**config.mk**
```make
export PLATFORM = sky130hd
export DESIGN_NAME = i2c_slave_regfile
export DESIGN_NICKNAME = d
export VERILOG_FILES = /design/src/rtl/i2c_slave_regfile.sv
export SDC_FILE = /design/constraint.sdc
export NUM_CORES = 1
export LEC_CHECK = 0
export CAP_MARGIN = 20
export CORE_UTILIZATION = 30
export CTS_CLUSTER_SIZE = 10
export DETAILED_ROUTE_END_ITERATION = 10
export PLACE_DENSITY_LB_ADDON = 0.05
export SLEW_MARGIN = 20
export SYNTH_ARGS = -nofsm -noshare
export SYNTH_HDL_FRONTEND = slang
export SYNTH_SLANG_ARGS = --single-unit
export TNS_END_PERCENT = 10
```
**constraint.sdc**
```tcl
create_clock -name clk -period 6.25 [get_ports clk]
set_clock_uncertainty 0.05 [all_clocks]
set_input_delay 1.25 -clock clk [delete_from_list [all_inputs] [get_ports clk]]
set_output_delay 1.25 -clock clk [all_outputs]
set_load 0.02 [all_outputs]
```
**src/rtl/i2c_slave_regfile.sv**
```systemverilog
// i2c_slave_regfile: I2C slave with an 8-bit register file, an auto-incrementing pointer and a local host write/read port
//
// Parameters: SLAVE_ADDR (7-bit device address), NUM_REGS (2..256), PTR_W (pointer width)
// Ports:
//   clk, rst_n              system clock (>= 8x SCL), asynchronous active-low reset
//   scl_i, sda_i            raw I2C pins, asynchronous to clk
//   sda_oe                  1 pulls SDA low, 0 releases it
//   host_addr/we/wdata      local register write port
//   host_rdata              registered read of regs[host_addr], 1-cycle latency
//   wr_strobe, wr_idx       1-cycle pulse and index for each register written over I2C
//   busy                    high from an addressed START until STOP or NACK
// Build option: define I2C_SLAVE_GLITCH_FILTER_EN to add a 3-sample majority filter
// on the synchronized SCL/SDA (2 clk extra latency).
module i2c_slave_regfile #(
    parameter logic [6:0] SLAVE_ADDR = 7'h50,
    parameter int         NUM_REGS   = 16,
    parameter int         PTR_W      = $clog2(NUM_REGS)
) (
    input  logic             clk,
    input  logic             rst_n,
    input  logic             scl_i,
    input  logic             sda_i,
    output logic             sda_oe,
    input  logic [PTR_W-1:0] host_addr,
    input  logic             host_we,
    input  logic [7:0]       host_wdata,
    output logic [7:0]       host_rdata,
    output logic             wr_strobe,
    output logic [PTR_W-1:0] wr_idx,
    output logic             busy
);
    typedef enum logic [3:0] {
        IDLE, ADDR, ADDR_ACK, PTR, PTR_ACK, WR_DATA, WR_ACK, RD_DATA, RD_ACK
    } state_t;

    state_t           state_q;
    logic [1:0]       scl_sync_q, sda_sync_q;
    logic             scl_f, sda_f, scl_prev_q, sda_prev_q;
    logic [7:0]       shift_q, tx_q;
    logic [2:0]       cnt_q;
    logic             ph_q, rw_q;
    logic [PTR_W-1:0] ptr_q;
    logic [7:0]       regs_q [NUM_REGS];

    always_ff @(posedge clk or negedge rst_n) begin
        if (!rst_n) begin
            scl_sync_q <= 2'b11;
            sda_sync_q <= 2'b11;
        end else begin
            scl_sync_q <= {scl_sync_q[0], scl_i};
            sda_sync_q <= {sda_sync_q[0], sda_i};
        end
    end

`ifdef I2C_SLAVE_GLITCH_FILTER_EN
    logic [1:0] scl_hist_q, sda_hist_q;
    logic       scl_flt_q, sda_flt_q;

    always_ff @(posedge clk or negedge rst_n) begin
        if (!rst_n) begin
            scl_hist_q <= 2'b11;
            sda_hist_q <= 2'b11;
            scl_flt_q  <= 1'b1;
            sda_flt_q  <= 1'b1;
        end else begin
            scl_hist_q <= {scl_hist_q[0], scl_sync_q[1]};
            sda_hist_q <= {sda_hist_q[0], sda_sync_q[1]};
            scl_flt_q  <= (scl_sync_q[1] & scl_hist_q[0]) | (scl_sync_q[1] & scl_hist_q[1]) | (scl_hist_q[0] & scl_hist_q[1]);
            sda_flt_q  <= (sda_sync_q[1] & sda_hist_q[0]) | (sda_sync_q[1] & sda_hist_q[1]) | (sda_hist_q[0] & sda_hist_q[1]);
        end
    end

    assign scl_f = scl_flt_q;
    assign sda_f = sda_flt_q;
`else
    assign scl_f = scl_sync_q[1];
    assign sda_f = sda_sync_q[1];
`endif

    logic             scl_rise_d, scl_fall_d, start_d, stop_d;
    logic [7:0]       byte_d;
    logic [PTR_W-1:0] ptr_inc_d, ptr_mod_d;

    assign scl_rise_d = scl_f & ~scl_prev_q;
    assign scl_fall_d = ~scl_f & scl_prev_q;
    assign start_d    = scl_f & scl_prev_q & sda_prev_q & ~sda_f;
    assign stop_d     = scl_f & scl_prev_q & ~sda_prev_q & sda_f;
    assign byte_d     = {shift_q[6:0], sda_f};
    assign ptr_inc_d  = (ptr_q == PTR_W'(NUM_REGS - 1)) ? '0 : ptr_q + PTR_W'(1);
    assign ptr_mod_d  = PTR_W'(32'(byte_d) % NUM_REGS);

    always_ff @(posedge clk or negedge rst_n) begin
        if (!rst_n) begin
            state_q    <= IDLE;
            scl_prev_q <= 1'b1;
            sda_prev_q <= 1'b1;
            shift_q    <= '0;
            tx_q       <= '0;
            cnt_q      <= '0;
            ph_q       <= 1'b0;
            rw_q       <= 1'b0;
            ptr_q      <= '0;
            sda_oe     <= 1'b0;
            host_rdata <= '0;
            wr_strobe  <= 1'b0;
            wr_idx     <= '0;
            busy       <= 1'b0;
            for (int i = 0; i < NUM_REGS; i++) regs_q[i] <= '0;
        end else begin
            scl_prev_q <= scl_f;
            sda_prev_q <= sda_f;
            wr_strobe  <= 1'b0;
            host_rdata <= regs_q[host_addr];
            // The I2C store below is assigned later in this block, so it wins a same-register collision.
            if (host_we) regs_q[host_addr] <= host_wdata;
            if (stop_d) begin
                state_q <= IDLE;
                sda_oe  <= 1'b0;
                busy    <= 1'b0;
                ph_q    <= 1'b0;
            end else if (start_d) begin
                state_q <= ADDR;
                cnt_q   <= '0;
                sda_oe  <= 1'b0;
                ph_q    <= 1'b0;
            end else if (scl_rise_d) begin
                case (state_q)
                    ADDR: begin
                        shift_q <= byte_d;
                        cnt_q   <= cnt_q + 3'd1;
                        if (cnt_q == 3'd7) begin
                            state_q <= (byte_d[7:1] == SLAVE_ADDR) ? ADDR_ACK : IDLE;
                            busy    <= (byte_d[7:1] == SLAVE_ADDR);
                            rw_q    <= byte_d[0];
                        end
                    end
                    PTR: begin
                        shift_q <= byte_d;
                        cnt_q   <= cnt_q + 3'd1;
                        if (cnt_q == 3'd7) begin
                            ptr_q   <= ptr_mod_d;
                            state_q <= PTR_ACK;
                        end
                    end
                    WR_DATA: begin
                        shift_q <= byte_d;
                        cnt_q   <= cnt_q + 3'd1;
                        if (cnt_q == 3'd7) begin
                            regs_q[ptr_q] <= byte_d;
                            wr_strobe     <= 1'b1;
                            wr_idx        <= ptr_q;
                            ptr_q         <= ptr_inc_d;
                            state_q       <= WR_ACK;
                        end
                    end
                    RD_DATA: begin
                        cnt_q <= cnt_q + 3'd1;
                        if (cnt_q == 3'd7) state_q <= RD_ACK;
                    end
                    // ph_q set means SDA is already released and this rise samples the master's ACK/NACK.
                    RD_ACK: if (ph_q && sda_f) begin
                        state_q <= IDLE;
                        busy    <= 1'b0;
                        ph_q    <= 1'b0;
                    end
                    default: ;
                endcase
            end else if (scl_fall_d) begin
                case (state_q)
                    // First fall starts driving the ACK, second fall ends the ACK bit.
                    ADDR_ACK, PTR_ACK, WR_ACK: begin
                        if (!ph_q) begin
                            sda_oe <= 1'b1;
                            ph_q   <= 1'b1;
                        end else begin
                            ph_q  <= 1'b0;
                            cnt_q <= '0;
                            if (state_q == ADDR_ACK && rw_q) begin
                                tx_q    <= regs_q[ptr_q];
                                sda_oe  <= ~regs_q[ptr_q][7];
                                ptr_q   <= ptr_inc_d;
                                state_q <= RD_DATA;
                            end else begin
                                sda_oe  <= 1'b0;
                                state_q <= (state_q == ADDR_ACK) ? PTR : WR_DATA;
                            end
                        end
                    end
                    RD_DATA: begin
                        tx_q   <= {tx_q[6:0], 1'b0};
                        sda_oe <= ~tx_q[6];
                    end
                    RD_ACK: begin
                        if (!ph_q) begin
                            sda_oe <= 1'b0;
                            ph_q   <= 1'b1;
                        end else begin
                            ph_q    <= 1'b0;
                            cnt_q   <= '0;
                            tx_q    <= regs_q[ptr_q];
                            sda_oe  <= ~regs_q[ptr_q][7];
                            ptr_q   <= ptr_inc_d;
                            state_q <= RD_DATA;
                        end
                    end
                    default: ;
                endcase
            end
        end
    end
endmodule
```
==> results.txt <==
status: finished clean
Die Ht: 188.1 microns
area leader, netlist: dfrtp_1
CTS tree: built
H-Tree Depth: 4
share of the synthesized area in the top cell type: 40.92%
Seq/Total Area, Yosys: 42.44%
WL final: 37310 microns
GR Util All Layers: 21.65%
diodes inserted: 0
area of the multi-input gates: 0.005673 sq mm
Setup TNS: 0 ns
switch share: 37.88%
Area contributors post-synth: dfrtp_1 41%, mux2i_1 16%, mux4_2 13%, o21ai_0 5.2%, nand2_1 4.1%
Net Switching: 1.719 mW
# hold bufs at CTS: 0
Hold Vio Cnt, Final: 0
DR vias: 7789
syn_nets: 1007
clock transition at the registers of the reported paths: 0.07 ns
CP max FO: 12
Clock Path Buffers: 2
largest net degree at the start of global routing: 81
first-pass GRT wire length: 55120 microns
Post-Syn Area per Cell: 10.60 sq um
CTS Buf Count: 17
initial antenna violation count: 1
post-placement cell area: 0.01124 sq mm
sequential power share: 40.2%
CP Capture Type: flip-flop
RSZ-0062 raised after global routing: false
crit path time final: 3.639 ns
# IOs: 32
min-delay worst type: flip-flop to flip-flop
Max Cap Viol: 0
Critical Path RT: 6.52 ns
CTS resizes: 0
Root Driver: clkbuf_16
number of library cell types mapped by synthesis: 52
routed len/inst: 25.89 microns
design area: 0.01187 sq mm
Gate power share: 33.9%
Post-synth EDFFs: 0
Main synth FF type: dfrtp_1
die width: 188.1 microns
Clock Latency Late Sink: 0.44 ns
synthesized instance count: 981
Worst Path Arrival: 3.91 ns
register area: 0.004414 sq mm
Starting Density: 30.77%
Routed Antenna Nets: 0
period utilisation layout: 58.22%
WS Path Type: primary input to flip-flop
# port buffers: 31
Seq cells post-synth: 176
fill count: 3416
fin. max-slew vios: 0
routability cong.: 0.7571
PD cells: 382.5 mW/mm^2
core box area: 0.03378 sq mm
Layout area overhead: 14.14%
num rows: 67
Int Pwr: 2.819 mW
vias per cell: 5.405
GRT Residual Overflow: 0
asr flop ratio synth: 100.0%
Critical Path Source Type: primary input
clock share of power: 25.9%
Nets: 1006
DP HPWL: 24240 microns
final setup vio count: 0
Slew headroom: 30.47%
Least-Margin Pin Slew: 1.043 ns
leakage: 4.634 nW
DRC errors left: 0
maximum ir drop on the vdd rail: 192.7 uV
total iterations of the first detailed-routing run: 5
post-CTS setup buffers: 0
vias in the first global route: 7701
Ys Warns: 0
Iter 0 DRT Violations: 873
post-synthesis cell area: 0.01039 sq mm
fraction of layout cells with a size suffix above 1: 16.72%
fmax: 274.8 MHz
# clock sinks: 176
die area: 0.03540 sq mm
==> cell usage in the layout (no fill, tap or decap), types with 5 or more instances in the layout <==
cell type	n
a31oi_1	8
clkbuf_16	17
dfstp_2	6
clkdlybuf4s50_1	28
nor2_1	67
dfrtp_1	168
nand3b_1	7
inv_1	9
or3_1	6
a2bb2oi_1	6
mux2i_1	162
o22ai_1	5
nor2b_1	9
buf_4	34
o21ai_0	107
nand3_1	8
a21oi_1	51
ha_1	9
a211oi_1	6
mux2_2	19
nand2_1	114
mux4_2	59
==> metal layers <==
layer	part of all wire, %	up-vias	global-route usage [%]	routed length [microns]
li1	-	3595	-	-
met1	48	3980	31.39	18040
met4	1.1	2	4.816	421
met2	46	188	33.25	17080
met3	4.7	24	4.118	1754
met5	0.032	-	0	12
==> power by group through the flow <==
stage	Sequential (mW)	Combinational (mW)	Clock [mW]
CTS	1.82	1.54	1.21
global route	1.87	1.65	1.26
global placement	1.85	1.53	0
floorplan	1.60	1.14	0
detailed placement	1.84	1.53	0
finish	1.83	1.54	1.17
==> kinds of logic after synthesis <==
family	after synthesis	share of synthesized area [%]
adders and majority gates	9	1.083
buffers and inverters	94	3.503
and+or+nand+nor	251	11.05
xor gates and xnor gates	1	0.08427
muxes	241	30.55
AOI/OAI and AO/OA	209	11.29
DFF	176	42.44
==> final timing paths <==
path                                from       endpoint  slack, ns  depth (start not counted)
max                         host_addr[2]     regs_q[96]       2.61                          5
min                        scl_sync_q[0]  scl_sync_q[1]       0.31                          0
max reg2reg                     ptr_q[0]        tx_q[2]       3.07                          5
min reg2reg                scl_sync_q[0]  scl_sync_q[1]       0.31                          0
max in group asynchronous          rst_n     regs_q[45]       4.13                          2
min in group asynchronous          rst_n     state_q[0]       0.77                          1
==> synth_stat cells, types with 7 or more instances <==
cell type and number:
dfrtp_1 170, mux2i_1 162, nand2_1 114, o21ai_0 107, nor2_1 67, clkbuf_1 62
mux4_2 59, a21oi_1 51, mux2_2 19, buf_1 14, nor2b_1 10, buf_2 9
ha_1 9, inv_1 9, a31oi_1 8, nand3_1 8, nand3b_1 7, nor3_1 7
nor4_1 7
==> worst max-delay path, stage by stage <==
cell	delay, ns
clkdlybuf4s50_1	0.79
nor3b_1	0.64
nor2b_1	0.85
mux2i_1	0.26
o21ai_0	0.11
==> final cells by class <==
cell class,instances,area share [%]
repair buffers,65,4.714
inverters,9,0.2847
multi-input cells,711,47.81
clock inverters,9,1.318
well taps,448,4.724
flip-flops and latches,176,37.20
clock buffers,23,3.944
==> flip-flops by register name, summed over array words and instances (netlist names), 3 cells and up <==
signal	cells
host_rdata	8
state_q	4
tx_q	7
shift_q	7
regs_q	128
ptr_q	4
wr_idx	4
cnt_q	3
==> per-stage QoR <==
step	std cells	setup slack (ns)	utilization, %	hold WS (ns)	power (mW)
6_report	1441	2.611	35.12	0.3056	4.538
5_1_grt	1441	2.429	35.12	0.3100	4.777
4_1_cts	1441	2.650	35.11	0.3067	4.574
3_5_place_dp	1409	2.174	33.27	0.2969	3.374
3_3_place_gp	1409	2.254	33.25	0.2959	3.378
2_1_floorplan	981	3.286	-	0.2952	2.740
Power figures use the tool's default switching activity.
